[src/rtl/reg_dump_reader_pkg.sv]
// Shared definitions for the debug register-dump path: dump FSM states,
// byte width, default sync byte and a counter-width helper.
package reg_dump_reader_pkg;

    localparam int BYTE_W = 8;
    localparam logic [BYTE_W-1:0] HDR_BYTE_DEFAULT = 8'hA5;

    typedef enum logic [2:0] {
        ST_IDLE   = 3'd0,
        ST_HEADER = 3'd1,
        ST_FETCH  = 3'd2,
        ST_LOAD   = 3'd3,
        ST_SEND   = 3'd4,
        ST_DONE   = 3'd5
    } dump_state_t;

    // Width of a counter over the bytes of a data_w-bit word (at least 1 bit).
    function automatic int byte_cnt_w(input int data_w);
        int nbytes;
        nbytes = data_w / BYTE_W;
        return (nbytes <= 1) ? 1 : $clog2(nbytes);
    endfunction

endpackage

[src/rtl/reg_dump_reader_if.sv]
// Register-bank read port plus valid/ready byte stream towards the debug UART.
interface reg_dump_reader_if
    import reg_dump_reader_pkg::*;
#(
    parameter int ADDR_W = 5,
    parameter int DATA_W = 32
);
    logic [ADDR_W-1:0] rd_addr;
    logic [DATA_W-1:0] rd_data;
    logic [BYTE_W-1:0] tx_data;
    logic              tx_valid;
    logic              tx_ready;

    modport master (
        output rd_addr,
        input  rd_data,
        output tx_data,
        output tx_valid,
        input  tx_ready
    );

    modport slave (
        input  rd_addr,
        output rd_data,
        input  tx_data,
        input  tx_valid,
        output tx_ready
    );
endinterface

[src/rtl/reg_dump_reader_word_byte_serializer.sv]
// Splits a loaded word into bytes, most significant byte first.
module word_byte_serializer
    import reg_dump_reader_pkg::*;
#(
    parameter int DATA_W = 32
) (
    input  logic              clk,
    input  logic              reset,
    input  logic              load,
    input  logic [DATA_W-1:0] load_data,
    input  logic              shift,
    output logic [BYTE_W-1:0] byte_out,
    output logic              last
);
    localparam int NBYTES = DATA_W / BYTE_W;
    localparam int CNT_W  = byte_cnt_w(DATA_W);
    localparam logic [CNT_W-1:0] LAST_CNT = CNT_W'(NBYTES - 1);

    logic [DATA_W-1:0] shreg;
    logic [CNT_W-1:0]  byte_cnt;

    always_ff @(posedge clk) begin
        if (reset) begin
            byte_cnt <= '0;
        end else if (load) begin
            byte_cnt <= '0;
        end else if (shift) begin
            byte_cnt <= byte_cnt + CNT_W'(1);
        end
    end

    // Data path carries no reset: it is always loaded before it is observed.
    always_ff @(posedge clk) begin
        if (load) begin
            shreg <= load_data;
        end else if (shift) begin
            shreg <= shreg << BYTE_W;
        end
    end

    assign byte_out = shreg[DATA_W-1 -: BYTE_W];
    assign last     = (byte_cnt == LAST_CNT);

endmodule

[src/rtl/reg_dump_reader.sv]
// Walks the register bank on a start pulse and streams a sync byte followed by
// every register, MSB byte first, over a valid/ready byte interface.
module reg_dump_reader
    import reg_dump_reader_pkg::*;
#(
    parameter int                NUM_REGS = 32,
    parameter int                ADDR_W   = 5,
    parameter int                DATA_W   = 32,
    parameter logic [BYTE_W-1:0] HDR_BYTE = HDR_BYTE_DEFAULT
) (
    input  logic               clk,
    input  logic               reset,
    input  logic               start,
    reg_dump_reader_if.master  bus,
    output logic               busy,
    output logic               done
);
    localparam logic [ADDR_W-1:0] LAST_IDX = ADDR_W'(NUM_REGS - 1);

    dump_state_t       state_q;
    dump_state_t       state_d;
    logic [ADDR_W-1:0] index_q;
    logic [ADDR_W-1:0] rd_addr_q;

    logic              tx_valid;
    logic [BYTE_W-1:0] tx_data;
    logic              ser_load;
    logic              ser_shift;
    logic              ser_last;
    logic [BYTE_W-1:0] ser_byte;
    logic              idx_inc;
    logic              start_accept;

    word_byte_serializer #(
        .DATA_W (DATA_W)
    ) u_serializer (
        .clk       (clk),
        .reset     (reset),
        .load      (ser_load),
        .load_data (bus.rd_data),
        .shift     (ser_shift),
        .byte_out  (ser_byte),
        .last      (ser_last)
    );

    // Outputs decode straight from registered state, so tx_data/tx_valid stay
    // constant while a byte is stalled by tx_ready.
    always_comb begin
        state_d      = state_q;
        tx_valid     = 1'b0;
        tx_data      = '0;
        ser_load     = 1'b0;
        ser_shift    = 1'b0;
        idx_inc      = 1'b0;
        start_accept = 1'b0;
        case (state_q)
            ST_IDLE: begin
                if (start) begin
                    start_accept = 1'b1;
                    state_d      = ST_HEADER;
                end
            end
            ST_HEADER: begin
                tx_valid = 1'b1;
                tx_data  = HDR_BYTE;
                if (bus.tx_ready) begin
                    state_d = ST_FETCH;
                end
            end
            ST_FETCH: begin
                state_d = ST_LOAD;
            end
            ST_LOAD: begin
                ser_load = 1'b1;
                state_d  = ST_SEND;
            end
            ST_SEND: begin
                tx_valid = 1'b1;
                tx_data  = ser_byte;
                if (bus.tx_ready) begin
                    ser_shift = 1'b1;
                    if (ser_last) begin
                        if (index_q == LAST_IDX) begin
                            state_d = ST_DONE;
                        end else begin
                            idx_inc = 1'b1;
                            state_d = ST_FETCH;
                        end
                    end
                end
            end
            ST_DONE: begin
                state_d = ST_IDLE;
            end
            default: begin
                state_d = ST_IDLE;
            end
        endcase
    end

    always_ff @(posedge clk) begin
        if (reset) begin
            state_q <= ST_IDLE;
        end else begin
            state_q <= state_d;
        end
    end

    // rd_addr mirrors index as a register so the bank sees a clean address.
    always_ff @(posedge clk) begin
        if (reset) begin
            index_q   <= '0;
            rd_addr_q <= '0;
        end else if (start_accept) begin
            index_q   <= '0;
            rd_addr_q <= '0;
        end else if (idx_inc) begin
            index_q   <= index_q + ADDR_W'(1);
            rd_addr_q <= index_q + ADDR_W'(1);
        end
    end

    assign bus.rd_addr  = rd_addr_q;
    assign bus.tx_valid = tx_valid;
    assign bus.tx_data  = tx_data;
    assign busy         = (state_q != ST_IDLE);
    assign done         = (state_q == ST_DONE);

endmodule

[src/flat_wrapper.sv]
// flat-port wrapper written by rule: the top's interface ports become plain ports
module reg_dump_reader_flat import reg_dump_reader_pkg::*;
#(
    parameter int                NUM_REGS = 32,
    parameter int                ADDR_W   = 5,
    parameter int                DATA_W   = 32,
    parameter logic [BYTE_W-1:0] HDR_BYTE = HDR_BYTE_DEFAULT
)
  (clk, reset, start, busy, done, bus_rd_addr, bus_rd_data, bus_tx_data, bus_tx_valid, bus_tx_ready);
  reg_dump_reader_if #(.ADDR_W(ADDR_W), .DATA_W(DATA_W)) bus_i ();
  input  logic clk;
  input  logic reset;
  input  logic start;
  output logic busy;
  output logic done;
  output wire logic [$bits(bus_i.rd_addr)-1:0] bus_rd_addr;
  input wire logic [$bits(bus_i.rd_data)-1:0] bus_rd_data;
  output wire logic [$bits(bus_i.tx_data)-1:0] bus_tx_data;
  output wire logic [$bits(bus_i.tx_valid)-1:0] bus_tx_valid;
  input wire logic [$bits(bus_i.tx_ready)-1:0] bus_tx_ready;
  assign bus_rd_addr = bus_i.rd_addr;
  assign bus_i.rd_data = bus_rd_data;
  assign bus_tx_data = bus_i.tx_data;
  assign bus_tx_valid = bus_i.tx_valid;
  assign bus_i.tx_ready = bus_tx_ready;
  reg_dump_reader #(.NUM_REGS(NUM_REGS), .ADDR_W(ADDR_W), .DATA_W(DATA_W), .HDR_BYTE(HDR_BYTE)) u_core (.clk(clk), .reset(reset), .start(start), .bus(bus_i), .busy(busy), .done(done));
endmodule
[config.mk]
export PLATFORM = sky130hd
export DESIGN_NAME = reg_dump_reader_flat
export DESIGN_NICKNAME = d
export VERILOG_FILES = /design/src/rtl/reg_dump_reader_pkg.sv /design/src/rtl/reg_dump_reader_if.sv /design/src/rtl/reg_dump_reader_word_byte_serializer.sv /design/src/rtl/reg_dump_reader.sv /design/src/flat_wrapper.sv
export SDC_FILE = /design/constraint.sdc
export NUM_CORES = 1
export LEC_CHECK = 0
export BUFFER_PORTS_ARGS = -buffer_cell sky130_fd_sc_hd__buf_2
export CAP_MARGIN = 30
export CORE_UTILIZATION = 54
export CTS_BUF_LIST = sky130_fd_sc_hd__clkbuf_4
export CTS_CLUSTER_DIAMETER = 150
export DETAILED_ROUTE_END_ITERATION = 7
export HOLD_SLACK_MARGIN = 0.15
export MAX_ROUTING_LAYER = met4
export PLACE_DENSITY = 0.81
export SYNTH_ARGS = -nofsm -noshare
export SYNTH_HDL_FRONTEND = slang
export SYNTH_SLANG_ARGS = --single-unit
[constraint.sdc]
create_clock -name clk -period 2.9 [get_ports clk]
set_input_delay 0.87 -clock clk [delete_from_list [all_inputs] [get_ports clk]]
set_output_delay 0.87 -clock clk [all_outputs]
set_load 0.02 [all_outputs]
==> summary.txt <==
Worst setup path
  • Critical R2R Launch: u_core.bus.rd_addr[0]
  • Crit-path max cell delay: 460 ps
  • Reg2reg setup slack: 540 ps
  • Reg2reg path depth: 6
  • CP Data Required Time: 2030 ps
  • Cell Chain, Critical Path: inv_1 -> nor3_1 -> and2_1 -> buf_2
  • CP Class: reg2out
  • Critical path startpoint category: flop
  • Critical Path AT: 1670 ps
  • Worst path top cell family by delay: simple AND/OR/NAND/NOR gates
  • Worst-path maximum fanout: 8
  • Crit path max-delay cell type: dfxtp_1
  • CP bufs+invs: 2
  • CP endpoint kind: primary output
  • Crit Reg-Reg Endpoint: u_core.bus.rd_addr[3]

Global route
  • Total global routing overflow: 0
  • Vias in the first global route: 1205
  • Initial antenna violation count: 0
  • Largest net degree at the start of global routing: 33
  • Global-route wire length before repair: 5490 um
  • GRT Overall Usage: 0.191

Cells and area
  • Final #Nets: 244
  • Finished Layout Cells: 252
  • Fill cell count: 244
  • Commonest non-fill, non-tap cell in the layout: buf_2
  • Final Core Density: 0.684
  • Ratio of cells with drive above 1 in the final layout: 0.432
  • Number of diodes: 0
  • Most frequent cells in the layout: buf_2 (51), edfxtp_1 (32), mux2_2 (24)
  • Layout area overhead: 18.8%

Drt
  • Routed Antenna Nets: 0
  • Total wire length: 3370 um
  • First drt pass iteration count: 4
  • Via-to-Cell Ratio: 5.29
  • Drt wl/cell: 13.4 um
  • Iteration-0 DRC Markers: 66
  • DRC viols: 0
  • Via count: 1334

Floorplan
  • DIE AREA: 0.00386 mm2
  • # IOs: 52
  • Initial core utilization: 0.576
  • Die height: 62.1 um
  • Row cnt: 21
  • CORE AREA: 0.00339 mm2
  • Die Wd: 62.1 um

Yosys
  • Library cells used by synthesis: 32
  • Yosys reg bits: 42
  • Synth warn: 0
  • Async set-or-reset flop fraction in the synthesized netlist: 0
  • Avg Cell Area, Syn: 12.8 um2
  • Leading post-synthesis cells by cell area: edfxtp_1 (49%), mux2_2 (14%), dfxtp_1 (10%)
  • Cell Area, Synth: 0.00195 mm2
  • Sequential share of the synthesized area: 0.594
  • Post-synth top area share: 0.492
  • EDFF count, synth: 32
  • Cells after synthesis: 152
  • Cell taking the most area after synthesis: edfxtp_1
  • Ys flop type: edfxtp_1
  • Syn nets: 191

Clock network
  • Clock slew at reported path FFs: 110 ps
  • PostCTS Resize Cnt: 0
  • Setup Buffers After CTS: 0
  • CTS tree: yes
  • Root buffer cell: clkbuf_4
  • Clk sinks: 42
  • Cts hold-fix bufs: 0
  • CTS Buffer Depth: 2
  • Clock Latency Late Sink: 350 ps
  • # H-tree levels: 2
  • Num CTS Buffers: 5

STA
  • Worst Tran Pin Value: 682 ps
  • Hold Vio Cnt, Final: 0
  • Period minus WS final: 2540 ps
  • Final setup vio count: 0
  • Total Neg Setup Slack: 0 ps
  • Fin crit share: 0.876
  • Max-slew violation count: 0
  • RSZ-0062 raised after global routing: false
  • Post-route worst setup slack: 361 ps
  • Fmax: 0.394 GHz
  • Skew final: 10.6 ps
  • Max-slew headroom: 0.541

Placement
  • Placed cells: 244
  • Placement Setup Slack: 577 ps
  • Post-DP HPWL: 2390 um
  • Port Buffers: 51
  • GP Congestion: 0.843

Min path
  • Hold EP: u_core.bus.rd_addr[3]
  • Hold-critical path depth: 2
  • Hold Startpoint: u_core.bus.rd_addr[3]
  • Hold Path Class: reg2reg

Job
  • Max-cap violation count: 0

Status
  • Status: completed

Power and ir drop
  • Pwr Total: 1.39 mW
  • Leak: 0.916 nW
  • Peak supply drop: 0.000353 V
  • Cell Pwr Density: 600 mW/mm2
[tightest hold or removal path, stage by stage, from the launching register on]
cell	delay [ps]
dfxtp_1	350
o31ai_1	70
a21oi_1	60
[routing by layer]
| metal | vias up | share of wire | global-route usage |
|---|---|---|---|
| li1 | 670 | - | - |
| met3 | 4 | 0.056 | 0.0570 |
| met1 | 615 | 0.44 | 0.237 |
| met4 | 0 | 0.012 | 0.0610 |
| met5 | - | 0 | - |
| met2 | 45 | 0.49 | 0.301 |
[cells in the mapped netlist (3+ instances only)]
library cell / number
mux2_2: 24
a21oi_1: 14
o31ai_1: 3
inv_1: 4
dfxtp_1: 10
buf_2: 4
nor3_1: 4
ha_1: 3
edfxtp_1: 32
and2_1: 13
nand3_1: 3
nand2_1: 8
clkbuf_1: 3
[sequential cells by signal, summed over array words and instances, names as in the netlist]
signal / cells
u_core.bus.rd_addr: 5
u_core.u_serializer.byte_cnt: 2
u_core.u_serializer.shreg: 32
u_core.state_q: 3
[final cells by class]
type | instances | area (um2) | share of cell area
Timing Repair Buffer | 54 | 290 | 0.125
Sequential cell | 42 | 1160 | 0.501
Clock inverter | 2 | 13.8 | 0.00593
Inverter | 4 | 15.0 | 0.00647
Multi-Input combinational cell | 98 | 737 | 0.318
Tap cell | 46 | 57.6 | 0.0248
Clock buffer | 6 | 45.0 | 0.0194
[per-stage QoR]
stage | instance area (um2) | hold WS [ps]
after detailed placement | 2260 | 499
after CTS | 2320 | 514
after global placement | 2260 | 473
after floorplan | 1950 | 499
final | 2320 | 514
after global routing | 2320 | 554
[worst max path at each step]
stage,to,slack [ps],startpoint,cells past startpoint
floorplan,u_core.u_serializer.shreg[0],620,bus_tx_ready,2
detailed placement,u_core.bus.rd_addr[3],580,u_core.bus.rd_addr[0],6
CTS,bus_tx_data[6],320,u_core.state_q[2],4
finish,bus_tx_data[4],360,u_core.state_q[2],4
global route,bus_tx_data[4],150,u_core.state_q[2],4
global placement,u_core.u_serializer.shreg[9],640,bus_tx_ready,4
[cell families after synthesis]
group	share of synthesized area
AOI/OAI and AO/OA	0.0679
xor gates and xnor gates	0.00897
adders and majority gates	0.0192
buffers and inverters	0.0295
DFF	0.594
muxes	0.149
and+or+nand+nor	0.131
[power by group]
part / switching (mW) / internal (mW) / leakage, nW
Combinational: 0.189 / 0.152 / 0.506
Clock: 0.182 / 0.105 / 0.0356
Sequential: 0.0523 / 0.713 / 0.375
Total: 0.423 / 0.969 / 0.916
(Power assumes the default switching activity.)
